**config.mk**
```make
export PLATFORM = sky130hd
export DESIGN_NAME = hc595d_scan_ctrl
export DESIGN_NICKNAME = d
export VERILOG_FILES = /design/src/rtl/hc595d_scan_ctrl.sv
export SDC_FILE = /design/constraint.sdc
export NUM_CORES = 1
export LEC_CHECK = 0
export BUFFER_PORTS_ARGS = -buffer_cell sky130_fd_sc_hd__buf_4
export CAP_MARGIN = 15
export CORE_MARGIN = 8
export CORE_UTILIZATION = 55
export DETAILED_ROUTE_END_ITERATION = 8
export PLACE_DENSITY = 0.86
export SLEW_MARGIN = 15
export SYNTH_ARGS = -nofsm -noshare
export SYNTH_HDL_FRONTEND = slang
export SYNTH_SLANG_ARGS = --single-unit
```
**constraint.sdc**
```tcl
create_clock -name clk -period 3 [get_ports clk]
set_clock_uncertainty 0.15 [all_clocks]
set_input_delay 0.45 -clock clk [delete_from_list [all_inputs] [get_ports clk]]
set_output_delay 0.45 -clock clk [all_outputs]
set_load 0.005 [all_outputs]
```
**src/rtl/hc595d_scan_ctrl.sv**
```systemverilog
// Source-scan sequencer for the NIRS front end: walks enabled sources (two wavelengths each) plus a
// dark slot, writes each LED pattern through the 595 driver, settles, then handshakes one ADC acquisition.
module hc595d_scan_ctrl #(
    parameter int NUM_SRC    = 32,
    parameter int CHAIN_LEN  = 128,
    parameter int SETTLE_CYC = 1000,
    parameter int WR_TMO     = 15
) (
    input  logic                       clk,
    input  logic                       rst_n,
    input  logic                       scan_start_i,
    input  logic                       scan_stop_i,
    input  logic                       scan_cont_i,
    input  logic [NUM_SRC-1:0]         src_mask_i,
    output logic [CHAIN_LEN-1:0]       hc595d_data_o,
    output logic [7:0]                 hc595d_data_len_o,
    output logic                       hc595d_wr_en_o,
    input  logic                       hc595d_wr_finish_i,
    output logic                       acq_trig_o,
    input  logic                       acq_done_i,
    output logic [$clog2(NUM_SRC)-1:0] acq_src_o,
    output logic                       acq_wl_o,
    output logic                       acq_dark_o,
    output logic                       frame_done_o,
    output logic                       busy_o,
    output logic                       err_wr_tmo_o
);
    localparam int SW = $clog2(NUM_SRC);
    localparam int CW = $clog2(SETTLE_CYC + WR_TMO + 2);
    localparam logic [CW-1:0] TMO_C = CW'(WR_TMO);
    localparam logic [CW-1:0] SET_C = CW'(SETTLE_CYC - 1);

    typedef enum logic [3:0] {
        IDLE, PICK, WR_REQ, WR_WAIT_LO, WR_WAIT_HI, SETTLE, ACQ, ACQ_WAIT, OFF_WR, OFF_WAIT
    } state_t;

    state_t               state_q, state_d;
    logic [NUM_SRC-1:0]   mask_q, mask_d;
    logic [SW-1:0]        src_q, src_d;
    logic                 wl_q, wl_d, dark_q, dark_d;
    logic                 stop_q, stop_d, seen_lo_q, seen_lo_d;
    logic [CW-1:0]        cnt_q, cnt_d;
    logic [CHAIN_LEN-1:0] data_q, data_d;
    logic                 wr_en_q, wr_en_d, err_q, err_d;
    logic [SW-1:0]        asrc_q, asrc_d;
    logic                 awl_q, awl_d, adark_q, adark_d;

    logic [SW-1:0]        first_src, nxt_src;
    logic                 nxt_vld, goto_off, stop_now;

    // Lowest enabled source in the incoming mask, and next enabled source above the current one.
    always_comb begin
        first_src = '0;
        for (int i = NUM_SRC - 1; i >= 0; i--)
            if (src_mask_i[i]) first_src = SW'(i);
        nxt_src = '0;
        nxt_vld = 1'b0;
        for (int i = NUM_SRC - 1; i >= 0; i--)
            if (mask_q[i] && (SW'(i) > src_q)) begin
                nxt_src = SW'(i);
                nxt_vld = 1'b1;
            end
    end

    always_comb begin
        state_d      = state_q;
        mask_d       = mask_q;
        src_d        = src_q;
        wl_d         = wl_q;
        dark_d       = dark_q;
        stop_d       = stop_q;
        seen_lo_d    = seen_lo_q;
        cnt_d        = cnt_q;
        data_d       = data_q;
        wr_en_d      = wr_en_q;
        err_d        = err_q;
        asrc_d       = asrc_q;
        awl_d        = awl_q;
        adark_d      = adark_q;
        frame_done_o = 1'b0;
        goto_off     = 1'b0;
        stop_now     = stop_q | scan_stop_i;

        if (state_q != IDLE && scan_stop_i) stop_d = 1'b1;

        case (state_q)
            IDLE: begin
                if (scan_start_i && (|src_mask_i)) begin
                    mask_d  = src_mask_i;
                    err_d   = 1'b0;
                    stop_d  = 1'b0;
                    src_d   = first_src;
                    wl_d    = 1'b0;
                    dark_d  = 1'b0;
                    state_d = PICK;
                end
            end
            PICK: begin
                data_d = '0;
                if (!dark_q) data_d[{src_q, 1'b0, wl_q}] = 1'b1;
                asrc_d  = dark_q ? '1 : src_q;
                awl_d   = dark_q ? 1'b0 : wl_q;
                adark_d = dark_q;
                state_d = WR_REQ;
            end
            WR_REQ: begin
                wr_en_d = 1'b1;
                cnt_d   = '0;
                state_d = WR_WAIT_LO;
            end
            WR_WAIT_LO: begin
                if (!hc595d_wr_finish_i) begin
                    state_d = WR_WAIT_HI;
                end else if (cnt_q >= TMO_C) begin
                    err_d   = 1'b1;
                    wr_en_d = 1'b0;
                    state_d = IDLE;
                end else begin
                    cnt_d = cnt_q + 1'b1;
                end
            end
            WR_WAIT_HI: begin
                if (hc595d_wr_finish_i) begin
                    wr_en_d = 1'b0;
                    cnt_d   = '0;
                    state_d = SETTLE;
                end
            end
            SETTLE: begin
                if (cnt_q >= SET_C) state_d = ACQ;
                else                cnt_d   = cnt_q + 1'b1;
            end
            ACQ: state_d = ACQ_WAIT;
            ACQ_WAIT: begin
                if (acq_done_i) begin
                    frame_done_o = dark_q;
                    state_d      = PICK;
                    if (stop_now) begin
                        goto_off = 1'b1;
                    end else if (dark_q) begin
                        if (scan_cont_i && (|src_mask_i)) begin
                            mask_d = src_mask_i;
                            src_d  = first_src;
                            wl_d   = 1'b0;
                            dark_d = 1'b0;
                        end else begin
                            goto_off = 1'b1;
                        end
                    end else if (!wl_q) begin
                        wl_d = 1'b1;
                    end else if (nxt_vld) begin
                        src_d = nxt_src;
                        wl_d  = 1'b0;
                    end else begin
                        dark_d = 1'b1;
                    end
                    if (goto_off) begin
                        data_d  = '0;
                        state_d = OFF_WR;
                    end
                end
            end
            OFF_WR: begin
                wr_en_d   = 1'b1;
                cnt_d     = '0;
                seen_lo_d = 1'b0;
                state_d   = OFF_WAIT;
            end
            OFF_WAIT: begin
                // Same two-phase finish handshake as a slot write, folded into one state.
                if (!seen_lo_q) begin
                    if (!hc595d_wr_finish_i) begin
                        seen_lo_d = 1'b1;
                    end else if (cnt_q >= TMO_C) begin
                        err_d   = 1'b1;
                        wr_en_d = 1'b0;
                        state_d = IDLE;
                    end else begin
                        cnt_d = cnt_q + 1'b1;
                    end
                end else if (hc595d_wr_finish_i) begin
                    wr_en_d = 1'b0;
                    state_d = IDLE;
                end
            end
            default: state_d = IDLE;
        endcase
    end

    always_ff @(posedge clk or negedge rst_n) begin
        if (!rst_n) begin
            state_q   <= IDLE;
            mask_q    <= '0;
            src_q     <= '0;
            wl_q      <= 1'b0;
            dark_q    <= 1'b0;
            stop_q    <= 1'b0;
            seen_lo_q <= 1'b0;
            cnt_q     <= '0;
            data_q    <= '0;
            wr_en_q   <= 1'b0;
            err_q     <= 1'b0;
            asrc_q    <= '0;
            awl_q     <= 1'b0;
            adark_q   <= 1'b0;
        end else begin
            state_q   <= state_d;
            mask_q    <= mask_d;
            src_q     <= src_d;
            wl_q      <= wl_d;
            dark_q    <= dark_d;
            stop_q    <= stop_d;
            seen_lo_q <= seen_lo_d;
            cnt_q     <= cnt_d;
            data_q    <= data_d;
            wr_en_q   <= wr_en_d;
            err_q     <= err_d;
            asrc_q    <= asrc_d;
            awl_q     <= awl_d;
            adark_q   <= adark_d;
        end
    end

    assign hc595d_data_o     = data_q;
    assign hc595d_data_len_o = 8'(CHAIN_LEN);
    assign hc595d_wr_en_o    = wr_en_q;
    assign acq_trig_o        = (state_q == ACQ);
    assign acq_src_o         = asrc_q;
    assign acq_wl_o          = awl_q;
    assign acq_dark_o        = adark_q;
    assign busy_o            = (state_q != IDLE);
    assign err_wr_tmo_o      = err_q;
endmodule

```
==> flow_summary.yaml <==
final_layout:
  area_delta_synth_final_pct: 19.11
  drive_above_1_share: 0.3015
  stdcell_area_um2: 9235
  fin_util: 0.6679
  antenna_cells: 0
  nets: 969
sta:
  slew_viol_final: 0
  fin_setup_tns_ns: 0
  maxSlewHeadroom: 0.5689
  rsz0062_at_grt: "false"
  layout_min_cycle_time_ns: 2.798
  final-setup-viol-count: 0
  fmax_mhz: 357.4
  timing.hold.ws_ns: 0.1174
  post-route-period-util: 0.9325
  hold_viol: 0
  worst_pin_slew_ns: 0.6428
synth:
  yosysUniqueCellTypes: 69
  synth_cells: 804
  synth-seq-area-share: 0.4099
  ys.flop_type: "dfrtp_1"
  synthTopCellsByArea: "dfrtp_1, mux2_4, buf_4"
  synth_top_area_frac: 0.4099
  async_flop_share: 1.000
  syn-cell-area_um2: 7754
  synth-warning-count: 0
  ys_ff_latch: 127
  synth-edff-count: 0
  synth_top_cell_by_area: "dfrtp_1"
  avgSynthCellArea_um2: 9.644
place:
  place_area_um2: 8636
  dp_hpwl_mm: 15.12
  portBuffers: 114
  routabilityCongestion: 0.9179
pwr:
  p_sw_frac: 0.4209
  p_switching_w: 0.003822
  pwr-share-seq: 0.316
  combPwrFrac: 0.459
  irDropWorstVdd_v: 0.0005561
  leakagePower_nw: 4.485
  p_per_area_nw_per_um2: 983.3
  p_int_w: 0.005259
  total_power_w: 0.009081
  p_clk_frac: 0.225
die:
  die_w_um: 134.7
  die_h_um: 134.7
  rows: 43
  start_util: 0.5608
  ios: 187
  design.die.area_um2: 18150
  coreArea_um2: 13830
critical_path:
  r2r_start: "state_q[0]"
  start_kind: "flip-flop"
  critPathTopFamily: "simple AND/OR/NAND/NOR gates"
  endpoint_kind: "flip-flop"
  critPathMostFrequentCell: "buf_4"
  critPathKind: "flip-flop to flip-flop"
  worstPathRequired_ns: 3.16
  rrSetupSlack_ns: 0.20
  critPathMaxStageDelay_ns: 0.52
  path_buf_inv: 2
  critPathSlowestCell: "dfrtp_1"
  path_depth: 7
  r2r_cells: 7
  cp_cell_sequence: "buf_4 > and4b_1 > nand3_1 > and2_0 > nor2_2 > buf_4 > mux2_2"
  regToRegEndpoint: "mask_q[11]"
  critPathArrivalTime_ns: 2.96
  crit_path_max_fanout: 30
worst_hold_path:
  worstHoldStart: "src_mask_i[7]"
  hold_class: "input pin to flip-flop"
  min_path_cells: 3
  holdPathEnd: "mask_q[7]"
route:
  dr.first_iter.drc_count: 786
  drc: 0
  num_vias: 6518
  drt-total-wl_mm: 20.97
  ant_nets: 0
  avgViaCountPerCell: 5.809
  drt-pass1-iter-count: 7
  wl_per_cell_um: 18.69
clocking:
  clockBufferDepth: 2
  cts.clk_slew.worst_paths_ns: 0.07
  cts_root_buf: "clkbuf_16"
  cts_max_level: 4
  numClockSinks: 127
  post-cts-setup-buffers: 0
  cts_buffers: 17
  insertion_delay_ns: 0.43
  cts_tree: "built"
global_route:
  met1_usage: 0.2957
  grt_start_max_net_pins: 66
  grtUsageMet2: 0.3777
  grt_pass1_wl_mm: 33.61
  grt.overflow.total: 0
  busiest_layer: "met2"
  grt_pass1_vias: 6388
  grt_util_met3: 0.04458
  track_usage: 0.2305
  grt_antenna_before_repair: 0
status:
  outcome: "complete, no violations"
job:
  max-cap-violations: 0
## routing by layer
metal / vias up / wire, um
li1: 2981 / -
met1: 3139 / 8750
met4: 0 / 599
met5: - / 0
met2: 339 / 10080
met3: 59 / 1536
## per-stage QoR
stage / cells / setup WS (ns)
3_3_place_gp: 1089 / 0.1006
4_1_cts: 1122 / 0.1593
6_report: 1122 / 0.2024
5_1_grt: 1122 / 0.02429
2_1_floorplan: 874 / 0.3302
3_5_place_dp: 1089 / 0.04937
## final cells by class
| type | count | area, um2 |
|---|---|---|
| Sequential cell | 127 | 3182 |
| Tap cell | 180 | 225.2 |
| Inverter | 21 | 78.83 |
| Timing Repair Buffer | 149 | 1159 |
| Clock buffer | 17 | 425.4 |
| Multi-Input combinational cell | 613 | 4005 |
| Fill cell | 1089 | 4592 |
| Clock inverter | 15 | 160.2 |
## flip-flops by register name (all words and copies together) (netlist names), 4 cells and up
register / flops
acq_src_o: 5
cnt_q: 10
hc595d_data_o: 64
mask_q: 31
src_q: 5
state_q: 4
## logic make-up (layout without fill, tap and decap cells)
kind of cell,after synthesis,count (layout),share of synthesized area
AND/OR/NAND/NOR,273,273,0.1693
multiplexers,92,92,0.1617
AO/OA/AOI/OAI,173,173,0.1464
adder cells (fa/ha/maj),2,2,0.002904
other,2,72,0.0009686
XOR/XNOR,1,1,0.001130
flip-flops,127,127,0.4099
buffers and inverters,134,202,0.1078
## power groups by stage
stage / sequential, W / clock (W) / combinational (W)
6_report: 0.00287 / 0.00205 / 0.00417
4_1_cts: 0.00284 / 0.00206 / 0.00413
3_5_place_dp: 0.00286 / 0 / 0.00408
2_1_floorplan: 0.00255 / 0 / 0.00312
5_1_grt: 0.00294 / 0.00214 / 0.00453
3_3_place_gp: 0.00283 / 0 / 0.00398
## cell usage in the layout, fill, tap and decap left out, types with 17 or more instances in the layout
| cell type | instances |
|---|---|
| mux2_4 | 59 |
| dfrtp_1 | 124 |
| nand3_1 | 23 |
| o21ai_0 | 58 |
| buf_4 | 145 |
| nor2_1 | 110 |
| inv_1 | 21 |
| nand2_1 | 49 |
| conb_1 | 72 |
| clkbuf_16 | 17 |
| mux2_2 | 30 |
| a21oi_1 | 27 |
## how the worst max path moves through the flow
stage	start	to
after floorplan	src_mask_i[23]	hc595d_data_o[100]
after global placement	src_mask_i[23]	hc595d_data_o[20]
after detailed placement	src_mask_i[23]	hc595d_data_o[20]
after CTS	src_q[1]	src_q[4]
after global routing	state_q[2]	src_q[0]
final	state_q[0]	mask_q[11]
## worst min-delay path, delay by kind of cell
family	cells	cell delay (ns)
AO/OA/AOI/OAI	1	0.06
AND/OR/NAND/NOR	1	0.05
buffers and inverters	1	0.10
## synth_stat cells, types with 3 or more instances
library cell,instances
buf_4,72
and2_1,4
buf_2,14
a211oi_1,8
o21a_1,5
nor4_1,15
o311ai_0,4
inv_1,21
nand3b_1,4
a2bb2oi_1,5
mux2i_1,3
buf_6,6
a2111oi_0,3
mux2_4,59
mux2_2,30
and3_1,9
nand2b_1,5
nor2_1,111
or2_2,6
or3_1,3
dfrtp_1,127
nor3_1,14
a21oi_1,27
nand3_1,23
nor4b_1,4
nor2b_1,15
o211ai_1,6
clkbuf_1,14
buf_1,7
a22o_1,3
o2111ai_1,3
nand2_1,49
a31oi_1,10
o21ai_0,58
o22ai_1,4
o31ai_1,9
## repair_timing
item | in CTS | in global routing
setup endpoints to repair | 0 | 7
gates resized for setup | 0 | 3
hold endpoints to repair | 37 | 0
hold buffers | 1 | 0
Note: power is estimated with default switching activity, not from simulation.
